[config.mk]
export PLATFORM = sky130hd
export DESIGN_NAME = cell_bist_ctrl
export DESIGN_NICKNAME = d
export VERILOG_FILES = /design/src/rtl/cell_bist_pkg.sv /design/src/rtl/cell_bist_timer.sv /design/src/rtl/cell_bist_ctrl.sv
export SDC_FILE = /design/constraint.sdc
export NUM_CORES = 1
export LEC_CHECK = 0
export ABC_AREA = 0
export CORE_UTILIZATION = 48
export DETAILED_ROUTE_END_ITERATION = 16
export PLACE_DENSITY = 0.85
export SKIP_CTS_REPAIR_TIMING = 1
export SYNTH_ARGS = -nofsm -noshare
export SYNTH_HDL_FRONTEND = slang
export SYNTH_SLANG_ARGS = --single-unit
[constraint.sdc]
create_clock -name ck -period 1.9 [get_ports ck]
set_input_delay 0.38 -clock ck [delete_from_list [all_inputs] [get_ports ck]]
set_output_delay 0.38 -clock ck [all_outputs]
set_load 0.02 [all_outputs]
[src/rtl/cell_bist_pkg.sv]
// Shared types and helpers for the standard-cell BIST sequencer.
//   state_t  : sequencer states
//   timer_w  : width of the settle down-counter, clog2(settle) with a floor of 1
package cell_bist_pkg;

    typedef enum logic [1:0] {
        ST_IDLE   = 2'd0,
        ST_SETTLE = 2'd1,
        ST_CHECK  = 2'd2,
        ST_DONE   = 2'd3
    } state_t;

    // The counter is loaded with settle-1, so clog2(settle) bits always hold it.
    function automatic int timer_w(input int settle);
        return (settle > 2) ? $clog2(settle) : 1;
    endfunction

endpackage

[src/rtl/cell_bist_timer.sv]
// Loadable down-counter used for the per-vector settle wait.
//   ck       : clock, rising edge
//   rst      : asynchronous active-high reset
//   load     : load load_val this cycle (wins over counting)
//   load_val : value to load
//   zero     : count has reached zero
// The counter stops at zero until reloaded.
module cell_bist_timer #(
    parameter int W = 1
) (
    input  logic         ck,
    input  logic         rst,
    input  logic         load,
    input  logic [W-1:0] load_val,
    output logic         zero
);

    logic [W-1:0] r_cnt;

    always_ff @(posedge ck or posedge rst) begin
        if (rst) begin
            r_cnt <= '0;
        end else if (load) begin
            r_cnt <= load_val;
        end else if (r_cnt != '0) begin
            r_cnt <= r_cnt - W'(1);
        end
    end

    assign zero = (r_cnt == '0);

endmodule

[src/rtl/cell_bist_ctrl.sv]
// BIST sequencer for one combinational cell.
// Walks every input vector, holds each for SETTLE cycles, then compares the
// cell output against TRUTH and accumulates the result.
//   ck, rst    : clock, asynchronous active-high reset
//   start      : begin a run (only looked at in IDLE)
//   abort      : cancel a run in progress
//   dut_i      : cell input vector (value == vector index)
//   dut_nq     : cell output
//   busy       : run in progress
//   done       : one-cycle pulse on run completion
//   pass       : result of last completed run
//   err_cnt    : mismatch count
//   fail_vec   : first mismatching vector, fail_valid qualifies it
module cell_bist_ctrl
    import cell_bist_pkg::*;
#(
    parameter int                 N_IN   = 2,
    parameter int                 SETTLE = 2,
    parameter logic [2**N_IN-1:0] TRUTH  = 4'b0001
) (
    input  logic            ck,
    input  logic            rst,
    input  logic            start,
    input  logic            abort,
    output logic [N_IN-1:0] dut_i,
    input  logic            dut_nq,
    output logic            busy,
    output logic            done,
    output logic            pass,
    output logic [N_IN:0]   err_cnt,
    output logic [N_IN-1:0] fail_vec,
    output logic            fail_valid
);

    localparam int              TW       = timer_w(SETTLE);
    localparam logic [TW-1:0]   LOAD_VAL = TW'(SETTLE - 1);
    localparam logic [N_IN-1:0] LAST_VEC = '1;

    state_t          r_state, w_next;
    logic [N_IN-1:0] r_vec;
    logic [N_IN:0]   r_err_cnt;
    logic [N_IN-1:0] r_fail_vec;
    logic            r_fail_valid;
    logic            r_pass;
    logic            r_busy;
    logic            r_done;

    logic w_accept;    // run accepted in IDLE
    logic w_check;     // compare this vector
    logic w_finish;    // leaving DONE
    logic w_abort;     // run cancelled
    logic w_load;      // reload settle timer
    logic w_zero;
    logic w_mismatch;

    cell_bist_timer #(.W(TW)) u_timer (
        .ck       (ck),
        .rst      (rst),
        .load     (w_load),
        .load_val (LOAD_VAL),
        .zero     (w_zero)
    );

    assign w_mismatch = (dut_nq != TRUTH[r_vec]);

    always_ff @(posedge ck or posedge rst) begin
        if (rst) r_state <= ST_IDLE;
        else     r_state <= w_next;
    end

    always_comb begin
        w_next   = r_state;
        w_accept = 1'b0;
        w_check  = 1'b0;
        w_finish = 1'b0;
        w_abort  = 1'b0;
        w_load   = 1'b0;
        case (r_state)
            ST_IDLE: begin
                if (start && !abort) begin
                    w_next   = ST_SETTLE;
                    w_accept = 1'b1;
                    w_load   = 1'b1;
                end
            end
            ST_SETTLE: begin
                if (abort) begin
                    w_next  = ST_IDLE;
                    w_abort = 1'b1;
                end else if (w_zero) begin
                    w_next = ST_CHECK;
                end
            end
            ST_CHECK: begin
                // An abort here drops the compare so partial results stay as they were.
                if (abort) begin
                    w_next  = ST_IDLE;
                    w_abort = 1'b1;
                end else begin
                    w_check = 1'b1;
                    if (r_vec == LAST_VEC) begin
                        w_next = ST_DONE;
                    end else begin
                        w_next = ST_SETTLE;
                        w_load = 1'b1;
                    end
                end
            end
            ST_DONE: begin
                w_next   = ST_IDLE;
                w_finish = 1'b1;
            end
            default: w_next = ST_IDLE;
        endcase
    end

    always_ff @(posedge ck or posedge rst) begin
        if (rst) begin
            r_vec        <= '0;
            r_err_cnt    <= '0;
            r_fail_vec   <= '0;
            r_fail_valid <= 1'b0;
            r_pass       <= 1'b0;
            r_busy       <= 1'b0;
            r_done       <= 1'b0;
        end else begin
            r_busy <= (w_next != ST_IDLE);
            r_done <= w_finish;
            if (w_accept) begin
                r_vec        <= '0;
                r_err_cnt    <= '0;
                r_fail_vec   <= '0;
                r_fail_valid <= 1'b0;
                r_pass       <= 1'b0;
            end
            if (w_check) begin
                if (w_mismatch) begin
                    r_err_cnt <= r_err_cnt + (N_IN+1)'(1);
                    if (!r_fail_valid) begin
                        r_fail_vec   <= r_vec;
                        r_fail_valid <= 1'b1;
                    end
                end
                // The last vector stays on the cell through DONE.
                if (r_vec != LAST_VEC) r_vec <= r_vec + N_IN'(1);
            end
            if (w_finish) begin
                r_pass <= (r_err_cnt == '0);
                r_vec  <= '0;
            end
            if (w_abort) begin
                r_pass <= 1'b0;
                r_vec  <= '0;
            end
        end
    end

    assign dut_i      = r_vec;
    assign busy       = r_busy;
    assign done       = r_done;
    assign pass       = r_pass;
    assign err_cnt    = r_err_cnt;
    assign fail_vec   = r_fail_vec;
    assign fail_valid = r_fail_valid;

endmodule
## Word level (Yosys, flattened, before mapping)

Cells that the tools add are included.

| storage, ports and cells | value |
|---|---|
| output and inout bits | 11 |
| word-level logic and storage cells | 65 |
| bits in registers | 14 |
| input bits | 5 |

| cells by class | value |
|---|---|
| eq/ne operators | 6 |
| add/subtract/negate cells | 3 |
| reduce and logical (&&, ||, !) cells | 7 |
| muxes and demuxes | 39 |
| order comparisons | 1 |

Operators with widths:

| kind | number |
|---|---|
| 2-bit 2-to-1 mux | 14 |
| 1-bit 2-to-1 mux | 19 |
| 3-bit 2-to-1 mux | 3 |
| 2-bit one-hot mux with 4 select lines | 1 |
| 2-bit == test (second input constant) | 3 |
| 3-bit by 1-bit adder with 3-bit output (second input constant) | 1 |
| 3-bit logical NOT | 1 |
| 2-bit by 3-bit < comparator with 1-bit output (second input constant) | 1 |
| 3-bit nonzero test | 1 |
| 2-bit by 1-bit adder with 2-bit output (second input constant) | 1 |
| 1-bit binary-select mux with 2-bit select | 1 |
| 2-bit by 1-bit == test with 1-bit output (second input constant) | 1 |
| 2-bit logical NOT | 1 |
| 2-bit != test (second input constant) | 1 |
| 1-bit one-hot mux with 2 select lines | 1 |
| 2-bit nonzero test | 1 |
| 2-bit OR reduction | 1 |
| 1-bit logical AND | 1 |
| 1-bit logical NOT | 1 |
| 1-bit != test | 1 |
| 1-bit subtractor (second input constant) | 1 |

## Logic depth before layout (Yosys ltp)

| logic depth | value |
|---|---|
| depth after elaboration | 9 |
| depth in mapped cells | 7 |
| depth with buffers taken out | 6 |

## Hierarchy

From an unflattened synthesis, not the netlist that was laid out.

| unflattened totals | value |
|---|---|
| cells, all modules | 81 |
| area total of the unflattened synthesis | 779.5 um^2 |

By module, submodules not included:

| module | times used | cells each | area an instance (um^2) | sequential area each (um^2) |
|---|---|---|---|---|
| cell_bist_ctrl | 1 | 77 | 740.7 | 325.3 |
| cell_bist_timer | 1 | 4 | 38.8 | 25.0 |

## Worst setup path before layout

Ideal clock, no wire load.

| timing | value |
|---|---|
| path type | register -> register |
| start | register r_vec[0] (netlist: dut_i[0]) |
| end | register r_err_cnt[2] (netlist: err_cnt[2]) |
| buffers on the path | 1 |
| setup time | 0.126 ns |
| path slack | 0.253 ns |
| data arrival time | 1.521 ns |
| clock period less this slack | 1.647 ns |
| data required time | 1.774 ns |
| stages on the path, launching flop included | 7 |
| cells stage by stage | dfrtp_1 -> inv_1 -> ha_1 -> xnor2_1 -> or2_1 -> buf_6 -> a311o_1 |

| on the way | value |
|---|---|
| longest elaborated chain between the ends | 5 |

RTL lines:

| what | RTL line | source |
|---|---|---|
| from (decl) | cell_bist_ctrl.sv:40 | `logic [N_IN-1:0] r_vec;` |
| from (signal assigned) | cell_bist_ctrl.sv:145 | `if (r_vec != LAST_VEC) r_vec <= r_vec + N_IN'(1);` |
| 1-bit binary-select mux with 2-bit select | cell_bist_ctrl.sv:64 | `assign w_mismatch = (dut_nq != TRUTH[r_vec]);` |
| 1-bit 2-to-1 mux (not written as such) | cell_bist_ctrl.sv:64 |  |
| 1-bit != test | cell_bist_ctrl.sv:64 |  |
| 3-bit 2-to-1 mux | cell_bist_ctrl.sv:137 | `if (w_mismatch) begin` |
| 3-bit 2-to-1 mux | cell_bist_ctrl.sv:136 | `if (w_check) begin` |
| to (signal assigned) | cell_bist_ctrl.sv:138 | `r_err_cnt <= r_err_cnt + (N_IN+1)'(1);` |
| to (decl) | cell_bist_ctrl.sv:41 | `logic [N_IN:0] r_err_cnt;` |

Every way passes these cells. The select of a mux whose other input is x is not followed.
A chain may end at the register's enable or synchronous reset.

## Worst setup path in the final report

| timing | value |
|---|---|
| start | register r_vec[0] (netlist: dut_i[0]) |
| end | output port dut_i[0] |

RTL lines:

| what | RTL line | source |
|---|---|---|
| to (decl) | cell_bist_ctrl.sv:25 | `output logic [N_IN-1:0] dut_i,` |

No word-level cell between the ends.

==> results.md <==
- Routability cong.: 0.911
- Final Hold Viols: 0
- CTS Buffer Depth: 2
- Library cells used by synthesis: 27
- GR peak layer: met2
- Synthesized flop and latch total: 14
- Total number of vias: 598
- Multi-input logic area: 368 um^2
- Initial antenna violation count: 0
- Register area share after synthesis: 45.7%
- Clock root buffer master: clkbuf_4
- Seq. cell area: 350 um^2
- Vias in the first global route: 611
- TritonCTS Sinks: 14
- I/O pins: 16
- Multiplexer share of the synthesized area: 0%
- Initial core utilization: 50.9%
- Syn avg cell area: 10.2 um^2
- Post-synthesis xor/xnor area fraction: 1.14%
- Filler cells: 136
- DRC: 0
- ANT cells: 0
- YS warnings: 0
- Net total in the final layout: 111
- Mapped Cells: 75
- All-Layer GR Usage: 19.7%
- CP Class: reg -> out
- CP peak stage delay: 640 ps
- Complex-gate fraction of the synthesized area: 15.5%
- CP Launch Type: register
- HPWL after DPL: 1110 um
- M3 GR Usage: 3.88%
- Max Clock Freq: 580 MHz
- Num CTS Buffers: 3
- Setup_tns: 0 ps
- M2 GR Usage: 33.4%
- Number of max-cap violations: 0
- Core ar.: 1510 um^2
- Max IR drop VDD: 0.805 mV
- Placed cell area: 948 um^2
- Wire per inst: 12.8 um
- Final Critical Period: 1730 ps
- Cell Rows: 14
- CP delay by family, top: buffers and inverters
- ANT nets after route: 0
- CTS tree: yes
- DRT iter0 DRCs: 5
- Leakage Power: 0.463 nW
- Layout cells sized above 1: 9.47%
- Critical Path AT: 1350 ps
- Slew Viols, Final: 0
- RSZ-0062 raised after global routing: no
- Post-synthesis cell area: 767 um^2
- Status: completed
- Post-Syn Nets: 89
- CTS HTree Levels: 1
- Die Y: 42.0 um
- Pre-antenna DRT Iters: 3
- Cell Pwr Density: 1380 nW/um^2
- Slew headroom: 64.7%
- Clk_lat worst skew: 270 ps
- Buf/Inv on CP: 1
- Critical Path, Cell by Cell: clkdlybuf4s50_1
- CP Data Required Time: 1520 ps
- Final period util: 90.8%
- Max FO, Critical Path: 6
- Total gr overflow: 0
- Final Cell Area: 971 um^2
- Post-synthesis simple-gate area fraction: 16.6%
- First-pass GRT wire length: 2640 um
- IO buf count: 15
- Die width: 42.0 um
- Layout area overhead: 26.6%
- Layout Skew: 3.17 ps
- Worst slew pin tran: 529 ps
- Avg Vias per Cell: 5.39
- DRT Wirelength: 1430 um
- Slowest-stage cell, CP: clkdlybuf4s50_1
- Adder-cell share of the synthesized area: 14.7%
- Setup crit end kind: output port
- Pin count of the biggest net entering global routing: 15
- Largest family of logic cells by synthesized area: simple AND/OR/NAND/NOR gates
- Final setup vio count: 0
- Hold Path Class: in -> async
- Clock-pin slew of the registers on the worst-case setup and hold paths: 80 ps
- Met1 Use GR: 24.0%
- Total die area: 1760 um^2
==> cell type report <==
type | instances | share of cell area, %
multi-input cells | 50 | 37.9
well taps | 16 | 2.06
flip-flops and latches | 14 | 36.1
repair buffers | 18 | 17.8
inverters | 10 | 3.87
clock buffers | 3 | 2.32
==> registers in the layout, indices dropped and copies added, names as in the netlist <==
name / count
busy: 1
pass: 1
done: 1
u_timer.r_cnt: 1
fail_valid: 1
dut_i: 2
fail_vec: 2
r_state: 2
err_cnt: 3
==> cell usage in the layout, fill, tap and decap left out, types with 2 or more instances in the layout <==
cell,n
ha_1,9
nand3b_1,2
buf_4,3
nor3_1,2
nand3_1,2
clkdlybuf4s50_1,15
clkbuf_4,3
dfrtp_1,14
nand2_1,6
a21o_1,2
o21ai_0,7
nor2_1,3
a21oi_1,2
inv_1,10
==> power breakdown <==
part | leakage [nW] | internal [mW] | switching, mW | total, mW
Combinational | 0.263 | 0.328 | 0.354 | 0.682
Sequential | 0.186 | 0.402 | 0.0931 | 0.495
Clock | 0.0138 | 0.0732 | 0.0864 | 0.160
Total | 0.463 | 0.802 | 0.534 | 1.34
==> synthesized netlist by cell type (all sizes together) <==
library cell  number  area share, %
nand3              2            1.3
o22a               1            1.1
ha                 9             15
a22o               1            1.1
o21a               1           0.98
a21o               2            2.0
a21oi              2            1.3
xnor2              1            1.1
nand2              6            2.9
nor2b              1           0.82
nor2               3            1.5
a32oi              1            1.1
or2                2            1.6
a311o              1            1.3
nand3b             2            2.0
inv               10            4.9
o21ai              7            4.6
a21boi             1           0.98
dfrtp             14             46
a22oi              1           0.98
buf                1            1.5
nor3b              2            2.6
nand2b             2            2.6
nor3               2            1.3
==> final timing paths <==
kind                                           start  depth (start not counted)  slack, ps              endpoint
worst max-delay path              dut_i[0]$_DFF_PP0_                          1        170              dut_i[0]
worst min-delay path                             rst                          2        440    dut_i[1]$_DFF_PP0_
worst max register to register  r_state[0]$_DFF_PP0_                          5        200  err_cnt[2]$_DFF_PP0_
worst min register to register  fail_valid$_DFF_PP0_                          1        530  fail_valid$_DFF_PP0_
max in group asynchronous                        rst                          2       1110        done$_DFF_PP0_
min in group ck                 fail_valid$_DFF_PP0_                          1        530  fail_valid$_DFF_PP0_
==> cell families (layout without fill, tap and decap cells) <==
family / after synthesis / after routing
DFF: 14 / 14
and+or+nand+nor: 22 / 22
xor gates and xnor gates: 1 / 1
adders and majority gates: 9 / 9
buffers and inverters: 11 / 31
AOI/OAI and AO/OA: 18 / 18
==> metal layers <==
| layer | part of all wire (%) | vias up |
|---|---|---|
| li1 | - | 292 |
| met1 | 47 | 289 |
| met2 | 48 | 13 |
| met3 | 3.9 | 4 |
| met4 | 1.2 | 0 |
| met5 | 0 | - |
==> stage by stage <==
stage	std cells	utilization [%]	power [mW]	setup slack, ps	hold slack, ps
after floorplan	75	-	0.920	253	269
after global placement	108	63.0	1.15	130	521
after detailed placement	108	63.0	1.19	73.0	507
after CTS	111	64.5	1.35	168	462
after global routing	111	64.5	1.45	93.5	476
final	111	64.5	1.34	175	443
Power figures use the tool's default switching activity.
